--- src/rtl/seq_player.sv ---
// rtl/seq_player.sv - LFSR-generated colour sequence store and timed playback engine
//
// Ports:
//   clock    - single rising-edge clock
//   reset    - synchronous active-high reset (sequence memory is not cleared)
//   gerar    - one-cycle request to regenerate the sequence from semente
//   semente  - 16-bit LFSR seed (0x0000 is replaced by 0x0001)
//   start    - one-cycle request to play the first nivel steps
//   nivel    - number of steps to play, clamped to 1..2^PROF
//   address  - lookup index for esperado
//   esperado - registered one-hot colour of mem[address], one-cycle latency
//   saida    - one-hot colour being displayed, all-zero when dark
//   passo    - index of the step currently being played
//   busy     - high whenever the FSM is not idle
//   pronto   - high once a complete sequence has been generated
//   done     - one-cycle pulse when playback ends
//
// Optional feature: define SEQ_SPEEDUP_EN to halve the on-time for long sequences.

module seq_player #(
    parameter int N_CORES = 4,
    parameter int PROF    = 4,
    parameter int T_ON    = 8,
    parameter int T_OFF   = 4
) (
    input  logic               clock,
    input  logic               reset,
    input  logic               gerar,
    input  logic [15:0]        semente,
    input  logic               start,
    input  logic [PROF:0]      nivel,
    input  logic [PROF-1:0]    address,
    output logic [N_CORES-1:0] esperado,
    output logic [N_CORES-1:0] saida,
    output logic [PROF-1:0]    passo,
    output logic               busy,
    output logic               pronto,
    output logic               done
);

    localparam int CW      = $clog2(N_CORES);
    localparam int DEPTH   = 1 << PROF;
    localparam int LW      = PROF + 1;
    localparam int TW      = 16;
    localparam int ON_FAST = ((T_ON / 2) > 1) ? (T_ON / 2) : 1;

    typedef enum logic [2:0] {
        S_IDLE,
        S_GEN,
        S_ON,
        S_OFF,
        S_FIM
    } state_t;

    state_t              state_q, state_d;
    logic [15:0]         lfsr_q, lfsr_d;
    logic [PROF-1:0]     gen_idx_q, gen_idx_d;
    logic [PROF-1:0]     passo_q, passo_d;
    logic [LW-1:0]       len_q, len_d;
    logic [TW-1:0]       timer_q, timer_d;
    logic [N_CORES-1:0]  saida_q, saida_d;
    logic [N_CORES-1:0]  esperado_q, esperado_d;
    logic                busy_q, busy_d;
    logic                pronto_q, pronto_d;
    logic                done_q, done_d;

    logic [CW-1:0]       mem_q [DEPTH];
    logic                mem_we;
    logic [CW-1:0]       mem_wdata;

    logic                lfsr_fb;
    logic [15:0]         lfsr_step;
    logic [TW-1:0]       on_cycles;
    logic                last_step;
    logic [LW-1:0]       nivel_clamped;

    function automatic logic [N_CORES-1:0] onehot(input logic [CW-1:0] idx);
        logic [N_CORES-1:0] v;
        v      = '0;
        v[idx] = 1'b1;
        return v;
    endfunction

    assign lfsr_fb   = lfsr_q[15] ^ lfsr_q[13] ^ lfsr_q[12] ^ lfsr_q[10];
    assign lfsr_step = {lfsr_q[14:0], lfsr_fb};

    // len_q is only consulted while playing, after it has been latched
`ifdef SEQ_SPEEDUP_EN
    assign on_cycles = (len_q > LW'(DEPTH / 2)) ? TW'(ON_FAST) : TW'(T_ON);
`else
    assign on_cycles = TW'(T_ON);
`endif

    assign last_step = ({1'b0, passo_q} == (len_q - LW'(1)));

    always_comb begin
        nivel_clamped = nivel;
        if (nivel == '0) begin
            nivel_clamped = LW'(1);
        end else if (nivel > LW'(DEPTH)) begin
            nivel_clamped = LW'(DEPTH);
        end
    end

    always_comb begin
        state_d    = state_q;
        lfsr_d     = lfsr_q;
        gen_idx_d  = gen_idx_q;
        passo_d    = passo_q;
        len_d      = len_q;
        timer_d    = timer_q;
        pronto_d   = pronto_q;
        mem_we     = 1'b0;
        mem_wdata  = lfsr_q[CW-1:0];

        case (state_q)
            S_IDLE: begin
                // gerar has priority over a simultaneous start
                if (gerar) begin
                    state_d   = S_GEN;
                    lfsr_d    = (semente == 16'h0000) ? 16'h0001 : semente;
                    gen_idx_d = '0;
                end else if (start && pronto_q) begin
                    state_d = S_ON;
                    len_d   = nivel_clamped;
                    passo_d = '0;
                    timer_d = '0;
                end
            end
            S_GEN: begin
                mem_we    = 1'b1;
                lfsr_d    = lfsr_step;
                gen_idx_d = gen_idx_q + PROF'(1);
                if (gen_idx_q == PROF'(DEPTH - 1)) begin
                    pronto_d = 1'b1;
                    state_d  = S_IDLE;
                end
            end
            S_ON: begin
                if (timer_q == on_cycles - TW'(1)) begin
                    state_d = S_OFF;
                    timer_d = '0;
                end else begin
                    timer_d = timer_q + TW'(1);
                end
            end
            S_OFF: begin
                if (timer_q == TW'(T_OFF - 1)) begin
                    timer_d = '0;
                    if (last_step) begin
                        state_d = S_FIM;
                    end else begin
                        passo_d = passo_q + PROF'(1);
                        state_d = S_ON;
                    end
                end else begin
                    timer_d = timer_q + TW'(1);
                end
            end
            S_FIM: begin
                state_d = S_IDLE;
                passo_d = '0;
            end
            default: begin
                state_d = S_IDLE;
            end
        endcase

        // Outputs are registered from the next state so they line up with it
        saida_d    = (state_d == S_ON) ? onehot(mem_q[passo_d]) : '0;
        busy_d     = (state_d != S_IDLE);
        done_d     = (state_d == S_FIM);
        esperado_d = onehot(mem_q[address]);
    end

    always_ff @(posedge clock) begin
        if (reset) begin
            state_q    <= S_IDLE;
            lfsr_q     <= 16'h0001;
            gen_idx_q  <= '0;
            passo_q    <= '0;
            len_q      <= LW'(1);
            timer_q    <= '0;
            saida_q    <= '0;
            esperado_q <= '0;
            busy_q     <= 1'b0;
            pronto_q   <= 1'b0;
            done_q     <= 1'b0;
        end else begin
            state_q    <= state_d;
            lfsr_q     <= lfsr_d;
            gen_idx_q  <= gen_idx_d;
            passo_q    <= passo_d;
            len_q      <= len_d;
            timer_q    <= timer_d;
            saida_q    <= saida_d;
            esperado_q <= esperado_d;
            busy_q     <= busy_d;
            pronto_q   <= pronto_d;
            done_q     <= done_d;
            // Memory contents deliberately survive reset
            if (mem_we) begin
                mem_q[gen_idx_q] <= mem_wdata;
            end
        end
    end

    assign esperado = esperado_q;
    assign saida    = saida_q;
    assign passo    = passo_q;
    assign busy     = busy_q;
    assign pronto   = pronto_q;
    assign done     = done_q;

endmodule
--- config.mk ---
export PLATFORM = sky130hd
export DESIGN_NAME = seq_player
export DESIGN_NICKNAME = d
export VERILOG_FILES = /design/src/rtl/seq_player.sv
export SDC_FILE = /design/constraint.sdc
export NUM_CORES = 1
export LEC_CHECK = 0
export ABC_AREA = 1
export ABC_CLOCK_PERIOD_IN_PS = 4600
export CAP_MARGIN = 20
export CORE_UTILIZATION = 55
export DETAILED_ROUTE_END_ITERATION = 8
export GPL_TIMING_DRIVEN = 1
export PLACE_DENSITY = 0.77
export SLEW_MARGIN = 20
export SYNTH_ARGS = -nofsm -noshare
export SYNTH_HDL_FRONTEND = slang
export SYNTH_SLANG_ARGS = --single-unit
--- constraint.sdc ---
create_clock -name clock -period 4.6 [get_ports clock]
set_input_delay 0.92 -clock clock [delete_from_list [all_inputs] [get_ports clock]]
set_output_delay 0.92 -clock clock [all_outputs]
set_load 0.1 [all_outputs]
Yosys cells after proc, flatten, opt, wreduce, memory -nomap -nowiden
Memories as Yosys holds them, arrays and structs flattened.
Cells that the tools add are included.
{ "word_totals": {"ff_bits": 59, "n_memories": 1, "output_inout_bits": 15, "ramBits": 32} }
{ "mem_list": {"columns": ["memory", "depth", "word_bits", "read_ports", "rd_clocked_by_memory_dff", "wr", "line", "text"], "rows": [
  ["mem_q", 16, 2, 2, 0, 1, "67", "logic [CW-1:0] mem_q [DEPTH];"]
]} }
{ "op_classes": {"bitwise": 5, "reduce_logical": 14, "muxes": 32, "addsub": 4, "order_cmp": 5, "n_eq_ne": 13} }
{ "ops": {"columns": ["op", "count"], "rows": [
  ["16-bit 2-to-1 mux", 6],
  ["16-bit case mux with 3 select lines", 1],
  ["16-bit case mux with 2 select lines", 1],
  ["4-bit 2-to-1 mux", 5],
  ["3-bit 2-to-1 mux", 6],
  ["16-bit by 1-bit adder with 16-bit output (second input constant)", 1],
  ["16-bit by 2-bit == test with 1-bit output (second input constant)", 1],
  ["16-bit by 3-bit == test with 1-bit output (second input constant)", 1],
  ["16-bit logical NOT", 1],
  ["3-bit case mux with 4 select lines", 1],
  ["4-bit case mux with 3 select lines", 1],
  ["5-bit 2-to-1 mux", 2],
  ["3-bit by 2-bit == test with 1-bit output (second input constant)", 3],
  ["4-bit by 1-bit adder with 4-bit output (second input constant)", 2],
  ["4-bit case mux with 2 select lines", 1],
  ["3-bit == test (second input constant)", 2],
  ["2-bit by 3-bit less-than comparator with 1-bit output (second input constant)", 2],
  ["1-bit 2-to-1 mux", 6],
  ["2-bit != test (second input constant)", 3],
  ["3-bit AND reduction", 2],
  ["3-bit nonzero test", 2],
  ["4-bit by 5-bit == test with 1-bit output", 1],
  ["5-bit > comparator (second input constant)", 1],
  ["5-bit logical NOT", 1],
  ["other kinds (12)", 20]
]} }

Logic depth before layout (Yosys ltp)
Gate-level depths: netlist of the first run.
An unclocked memory read counts as a cell.
{ "depth": {"depth_word": 10, "mapped_depth": 20} }

Least setup slack after synthesis of the first run
Ideal clock, no wire load.
{ "synth_timing": {"path_kind": "reg2reg", "start": "reg passo_q[3] (netlist: passo[3])", "end": "reg saida_q[0] (netlist: saida[0])", "path_buffers": 0, "arrival_time_ns": 2.391, "period_less_slack_ns": 2.455, "setup_ns": 0.064, "path_stages_with_launch": 19, "setup_slack_ns": 2.145, "required_ns": 4.536, "cell_sequence": "dfxtp_1 -> inv_2 -> nand2_1 -> nand2_1 -> nand2_1 -> nand2_1 -> nor2_1 -> nand2_2 -> nand2_1 -> nand2_1 -> nand3_1 -> nand2_2 -> inv_4 -> nand2_1 -> nand2_1 -> nand2_1 -> nand3_1 -> nand3_1 -> nor2_1"} }
{ "synth_between": {"elab_chain_cells": 9} }
{ "synth_rtl": {"columns": ["item", "line", "text"], "rows": [
  ["from (decl)", "58", "logic [PROF-1:0] passo_q, passo_d;"],
  ["from (signal assigned)", "193", "passo_q <= passo_d;"],
  ["4-bit by 1-bit adder with 4-bit output or 4-bit by 5-bit == test with 1-bit output (tied branches)", "153, 94", null],
  ["4-bit 2-to-1 mux", "150", "if (last_step) begin"],
  ["4-bit 2-to-1 mux", "148", "if (timer_q == TW'(T_OFF - 1)) begin"],
  ["4-bit case mux with 3 select lines", "116", "case (state_q)"],
  ["memory read 16 x 2 bit", null, null],
  ["2-bit by 3-bit less-than comparator with 1-bit output (not written as such) or 2-bit by 1-bit greater-or-equal comparator with 1-bit output (tied branches)", "80", "v[idx] = 1'b1;"],
  ["1-bit logical AND (not written as such)", "80", null],
  ["1-bit 2-to-1 mux (not written as such)", "80", null],
  ["1-bit demux with 2-bit select", "80", null],
  ["to (signal assigned)", "196", "saida_q <= saida_d;"],
  ["to (decl)", "61", "logic [N_CORES-1:0] saida_q, saida_d;"]
]} }
Several ways; a longest one is shown, not always the timed one.
A chain may end at the register's enable or synchronous reset.

Final worst setup path of the first run
{ "layout_timing": {"start": "reg passo_q[0] (netlist: passo[0])", "end": "out passo[0]"} }
{ "layout_lines": {"columns": ["item", "line", "text"], "rows": [
  ["to (decl)", "35", "output logic [PROF-1:0] passo,"]
]} }
No word-level cell between the ends.

==> impl_metrics.yaml, run 1 <==
worst_setup_path:
  r2r-end: "lfsr_q[0]"
  worstSetupEndpointType: "output port"
  critPathLaunch: "passo[0]"
  slowest_stage: "clkdlybuf4s50_1"
  crit_path_start_kind: "flip-flop"
  slowest_delay_ps: 1200
  r2r_slack_ps: 1970
  timing.rr.start: "state_q[0]"
  required_ps: 3680
  cp_top_family: "buffers and inverters"
  crit_fanout: 6
  path_cells: "clkdlybuf4s50_1"
  worstPathArrival_ps: 2060
  r2r_cells: 8
  crit_buf_inv: 1
  worst-setup-path-type: "flip-flop to output port"
clock_network:
  cts.sinks: 91
  cts_tree: "yes"
  cts-hold-fix-buffers: 0
  cts_resized: 0
  numCtsBuffers: 9
  clk_latency_ps: 360
  root_buffer: "clkbuf_8"
  cts.clk_slew.worst_paths_ps: 100
  htreeDepth: 3
  cts_setup_buffers: 0
  cts.path.max_buffers: 2
synth:
  avgSynthCellArea_um2: 7.46
  synth_area_mm2: 0.00471
  synth_edf_count: 32
  synth_cells: 631
  syn-num-nets: 667
  postSynth.asyncResetShare: 0
  dominantRegCellSynth: "dfxtp_1"
  ys_ff_latch: 91
  ys_types: 43
  yosysSeqAreaShare: 0.455
  yosysWarnings: 0
final_layout:
  final_cell_area_mm2: 0.00541
  final_core_util: 0.656
  num_antenna_cells: 0
  syn2layout_area_growth_pct: 15.0
  layout-drive-gt1-share: 0.0635
  fin_nets: 708
pwr:
  irDropWorstVdd_uv: 209
  p_per_area_mw_per_mm2: 301
  p_leak_nw: 2.12
  power.total_w: 0.00163
grt:
  grt_overflow: 0
  grt_first_pass_wirelength_mm: 17.5
  grt_pass1_vias: 3923
  grt_antenna_before_repair: 0
  grt_usage: 0.252
  grt_max_degree: 29
routing:
  firstDrtPassIters: 5
  routed_via_density: 5.48
  drtIter0Drc: 216
  antenna_left: 0
  routed_wl_mm: 10.5
  drt-wirelength-per-cell_um: 13.4
  vias: 4287
  drc: 0
sta:
  fin_skew_ps: 11.2
  setup_viol: 0
  worst_slew_pin_slew_ps: 1090
  timing.final.crit_share: 0.648
  rsz0062_at_grt: "no"
  setup_tns_ps: 0
  min_period_ps: 2980
  slew_headroom: 0.268
  max_freq_mhz: 336
  holdWs_ps: 476
  hold_viol_final: 0
  drv_slew: 0
die:
  die_area_mm2: 0.00893
  num_rows: 33
  die_h_um: 94.5
  die_w_um: 94.5
  initial_utilization: 0.570
  io_pins: 44
  coreArea_mm2: 0.00826
min_path:
  whs_endpoint: "len_q[1]"
  hold_start: "len_q[1]"
  worstHoldPathCells: 2
  hold_path_class: "flip-flop to flip-flop"
place:
  portBuffers: 43
  dp_hpwl_mm: 8.00
  placed_area_mm2: 0.00521
  place_congestion: 0.899
flow_run:
  maxCapViolCount: 0
status:
  outcome: "completed"
## worst register-to-register path, delay by kind of cell, from the launching register on
| kind | cells | cell delay, ps |
|---|---|---|
| AOI/OAI and AO/OA | 1 | 200 |
| and+or+nand+nor | 4 | 1260 |
| DFF | 1 | 350 |
| buffers and inverters | 3 | 700 |
## sequential cells by signal, summed over array words and instances (netlist names), 3 cells and up
name	count
saida	4
state_q	3
mem_q	32
passo	4
lfsr_q	16
len_q	5
gen_idx_q	4
timer_q	16
esperado	4
## per-layer routing
metal | up-vias | part of all wire | GRT usage
met1 | 1968 | 0.46 | 0.327
met5 | - | 0 | 0
li1 | 2172 | - | -
met4 | 0 | 0.018 | 0.0972
met2 | 135 | 0.47 | 0.422
met3 | 12 | 0.057 | 0.0403
## stage by stage
stage	setup WS, ps	std cells
final	1620	782
after floorplan	2140	631
after global placement	1480	766
after detailed placement	1380	766
after global routing	1510	782
after CTS	1610	782
## kinds of logic (layout without fill, tap and decap cells)
family          after synthesis  in the layout  synth area share
mux                           4              4           0.00851
flops                        91             91             0.455
simple gates                330            330             0.308
fa+ha+maj                     7              7            0.0186
buf+inv                     100            146            0.0837
xor+xnor                      4              4           0.00744
compound gates               95             95             0.118
## where the power goes
| group | internal, W | switching (W) | leakage (nW) |
|---|---|---|---|
| registers | 0.000864 | 0.0000262 | 0.767 |
| clock network | 0.000261 | 0.000301 | 0.0988 |
| logic | 0.0000626 | 0.000113 | 1.26 |
| total | 0.00119 | 0.000440 | 2.12 |
## worst max path at each step
stage,cells after the start,slack [ps],end
global route,11,1510,timer_q[9]
finish,1,1620,passo[0]
CTS,1,1610,passo[0]
detailed placement,7,1380,timer_q[4]
global placement,17,1480,saida[2]
floorplan,18,2140,saida[0]
## cells in the mapped netlist (2+ instances only)
master,number,share of area
nand3_2,2,0.0043
nand2_4,2,0.0048
xor2_1,2,0.0037
xnor2_1,2,0.0037
mux2i_1,4,0.0085
nor3_1,18,0.019
o21ai_1,5,0.0053
o21ai_2,2,0.0037
ha_1,7,0.019
nand4_1,8,0.011
inv_1,76,0.061
dfxtp_1,59,0.25
o221ai_1,5,0.0093
buf_6,2,0.0048
clkbuf_1,11,0.0088
nand2_1,156,0.12
nand2_2,5,0.0066
a21oi_1,24,0.026
edfxtp_1,32,0.20
o21ai_0,32,0.034
a211oi_1,3,0.0048
nor2_2,2,0.0027
nand3_1,48,0.051
inv_2,8,0.0064
a31oi_1,14,0.019
o211ai_1,3,0.0048
nor2_1,77,0.061
a221oi_1,2,0.0037
nor4_1,6,0.0080
## layout by cell type (no fill, tap or decap), types with 3 or more instances in the layout
| master | synthesis | routed |
|---|---|---|
| nand2_1 | 156 | 156 |
| nor2_1 | 77 | 77 |
| inv_1 | 76 | 76 |
| dfxtp_1 | 59 | 59 |
| nand3_1 | 48 | 48 |
| clkdlybuf4s50_1 | 0 | 43 |
| o21ai_0 | 32 | 32 |
| edfxtp_1 | 32 | 32 |
| a21oi_1 | 24 | 24 |
| nor3_1 | 18 | 18 |
| a31oi_1 | 14 | 14 |
| clkbuf_8 | 0 | 9 |
| nand4_1 | 8 | 8 |
| inv_2 | 8 | 8 |
| ha_1 | 7 | 7 |
| nor4_1 | 6 | 6 |
| nand2_2 | 5 | 5 |
| o21ai_1 | 5 | 5 |
| o221ai_1 | 5 | 5 |
| mux2i_1 | 4 | 4 |
| o211ai_1 | 3 | 3 |
| a211oi_1 | 3 | 3 |
| inv_6 | 0 | 3 |
## layout make-up
class	count	area, um2
Timing Repair Buffer	44	438
Multi-Input combinational cell	440	2170
Clock buffer	9	124
Inverter	86	325
Fill cell	743	2840
Tap cell	105	131
Sequential cell	91	2140
Clock inverter	7	82.6
Note: power is estimated with default switching activity, not from simulation.
==> inputs of run 2 (changes only) <==
Settings changed: ABC_CLOCK_PERIOD_IN_PS 4600 to 2700, CORE_UTILIZATION 55 to 52, PLACE_DENSITY 0.77 to 0.76.
Clock period 4.6 ns to 2.7 ns, I/O delays scaled along.
==> run 2 against run 1 <==
First-iteration DRC count grew 53%. Non-clock buffer count grew 7. Clock-buffer cell count grew 1.
==> impl_metrics.yaml, run 2 (synthesis results as in run 1) <==
status:
  outcome: "completed"
clock_network:
  root_buffer: "clkbuf_8"
  cts_setup_buffers: 0
  htreeDepth: 3
  numCtsBuffers: 9
  cts-hold-fix-buffers: 0
  cts.clk_slew.worst_paths_ps: 90
  cts_tree: "yes"
  cts.sinks: 91
  clk_latency_ps: 360
  cts_resized: 0
  cts.path.max_buffers: 2
die:
  die_area_mm2: 0.00944
  num_rows: 34
  initial_utilization: 0.537
  die_h_um: 97.1
  coreArea_mm2: 0.00876
  io_pins: 44
  die_w_um: 97.1
routing:
  firstDrtPassIters: 5
  drtIter0Drc: 330
  routed_wl_mm: 10.9
  drc: 0
  drt-wirelength-per-cell_um: 13.7
  antenna_left: 0
  vias: 4333
  routed_via_density: 5.47
grt:
  grt_max_degree: 29
  grt_pass1_vias: 4019
  grt_usage: 0.240
  grt_overflow: 0
  grt_antenna_before_repair: 0
  grt_first_pass_wirelength_mm: 18.4
final_layout:
  regMostFlops: "mem_q"
  layout-drive-gt1-share: 0.0936
  final_cell_mix: "156 x nand2_1, 77 x nor2_1, 76 x inv_1"
  top_regs: "mem_q (32), lfsr_q (16), timer_q (16)"
  largest_reg_flops: 32
  final_common_cell: "nand2_1"
  num_antenna_cells: 0
  syn2layout_area_growth_pct: 15.4
  fin_nets: 715
worst_setup_path:
  worst-setup-path-type: "flip-flop to flip-flop"
  path_cells: "inv_1, ha_1, nand2_1, inv_1, nor2_1, nand3_1, nor2_1, nand2_2, nand3_2, nand2_4, nand2_4, inv_1, nand2_1, nand2_1, nand2_1, nand3_1, nand3_1, nand3_1, nor2_1"
  crit_path_start_kind: "flip-flop"
  crit_buf_inv: 3
  slowest_stage: "dfxtp_1"
  required_ps: 2990
  worstPathArrival_ps: 2680
  slowest_delay_ps: 370
  crit_fanout: 22
  worstSetupEndpointType: "flip-flop"
  cp_top_family: "simple AND/OR/NAND/NOR gates"
sta:
  hold_viol_final: 0
  setup_tns_ps: 0
  slew_headroom: 0.607
  holdWs_ps: 474
  timing.final.crit_share: 0.885
  drv_slew: 0
  rsz0062_at_grt: "no"
  max_freq_mhz: 419
  fin_skew_ps: 10.8
  setup_viol: 0
  min_period_ps: 2390
  worst_slew_pin_slew_ps: 588
pwr:
  p_per_area_mw_per_mm2: 510
  power.internal_w: 0.00202
  irDropWorstVdd_uv: 249
  pwr-share-comb: 0.111
  p_sw_frac: 0.269
  power.share.clock: 0.341
  p_seq_frac: 0.548
  netSwitchingPower_w: 0.000745
  p_leak_nw: 2.18
place:
  place_congestion: 0.858
  portBuffers: 43
  dp_hpwl_mm: 8.22
min_path:
  hold_path_class: "flip-flop to flip-flop"
flow_run:
  maxCapViolCount: 0
run 2: cell types whose count changed in the layout (fill, tap and decap cells not counted):
cell,change
buf_4,+22
clkdlybuf4s50_1,-15
clkbuf_1,+1
inv_8,-1
nand2_2,-1
nand2_4,+1
run 2: worst paths after layout:
kind            start       end  slack (ps)  depth (start not counted)
max          len_q[0]  saida[2]         310                         19
min          len_q[1]  len_q[1]         470                          2
max reg2reg  len_q[0]  saida[2]         310                         19
min reg2reg  len_q[1]  len_q[1]         470                          2
run 2: area by class of cell:
type | count | area [um2]
multi-input combinational | 440 | 2180
tap | 108 | 135
fill | 772 | 3330
clock inverter | 6 | 71.3
timing repair buffer | 51 | 453
clock buffer | 10 | 128
inverter | 86 | 325
sequential | 91 | 2140
run 2: worst min-delay path, stage by stage (launching register included):
cell,delay [ps]
dfxtp_1,320
nand2_1,60
a21oi_1,60
run 2: per-layer routing:
layer,vias up,share of wire,track usage
li1,2189,-,-
met1,1985,0.47,0.331
met2,142,0.45,0.380
met3,17,0.059,0.0446
met4,0,0.019,0.0804
met5,-,0,0
run 2: power groups by stage:
stage	registers (W)	logic [W]	clock network, W
final	0.00152	0.000307	0.000944
after global routing	0.00153	0.000334	0.00102
after CTS	0.00152	0.000304	0.000962
after detailed placement	0.00155	0.000303	0
after global placement	0.00155	0.000299	0
after floorplan	0.00158	0.000154	0
run 2: per-stage QoR:
step | setup WS, ps | total power, W | area, um2 | std cells | utilization
3_3_place_gp | 115 | 0.00185 | 5230 | 776 | 0.596
6_report | 311 | 0.00277 | 5430 | 792 | 0.620
4_1_cts | 294 | 0.00278 | 5430 | 792 | 0.619
5_1_grt | 30.8 | 0.00288 | 5430 | 792 | 0.620
2_1_floorplan | 245 | 0.00173 | 4710 | 631 | -
3_5_place_dp | 28.7 | 0.00185 | 5230 | 776 | 0.596
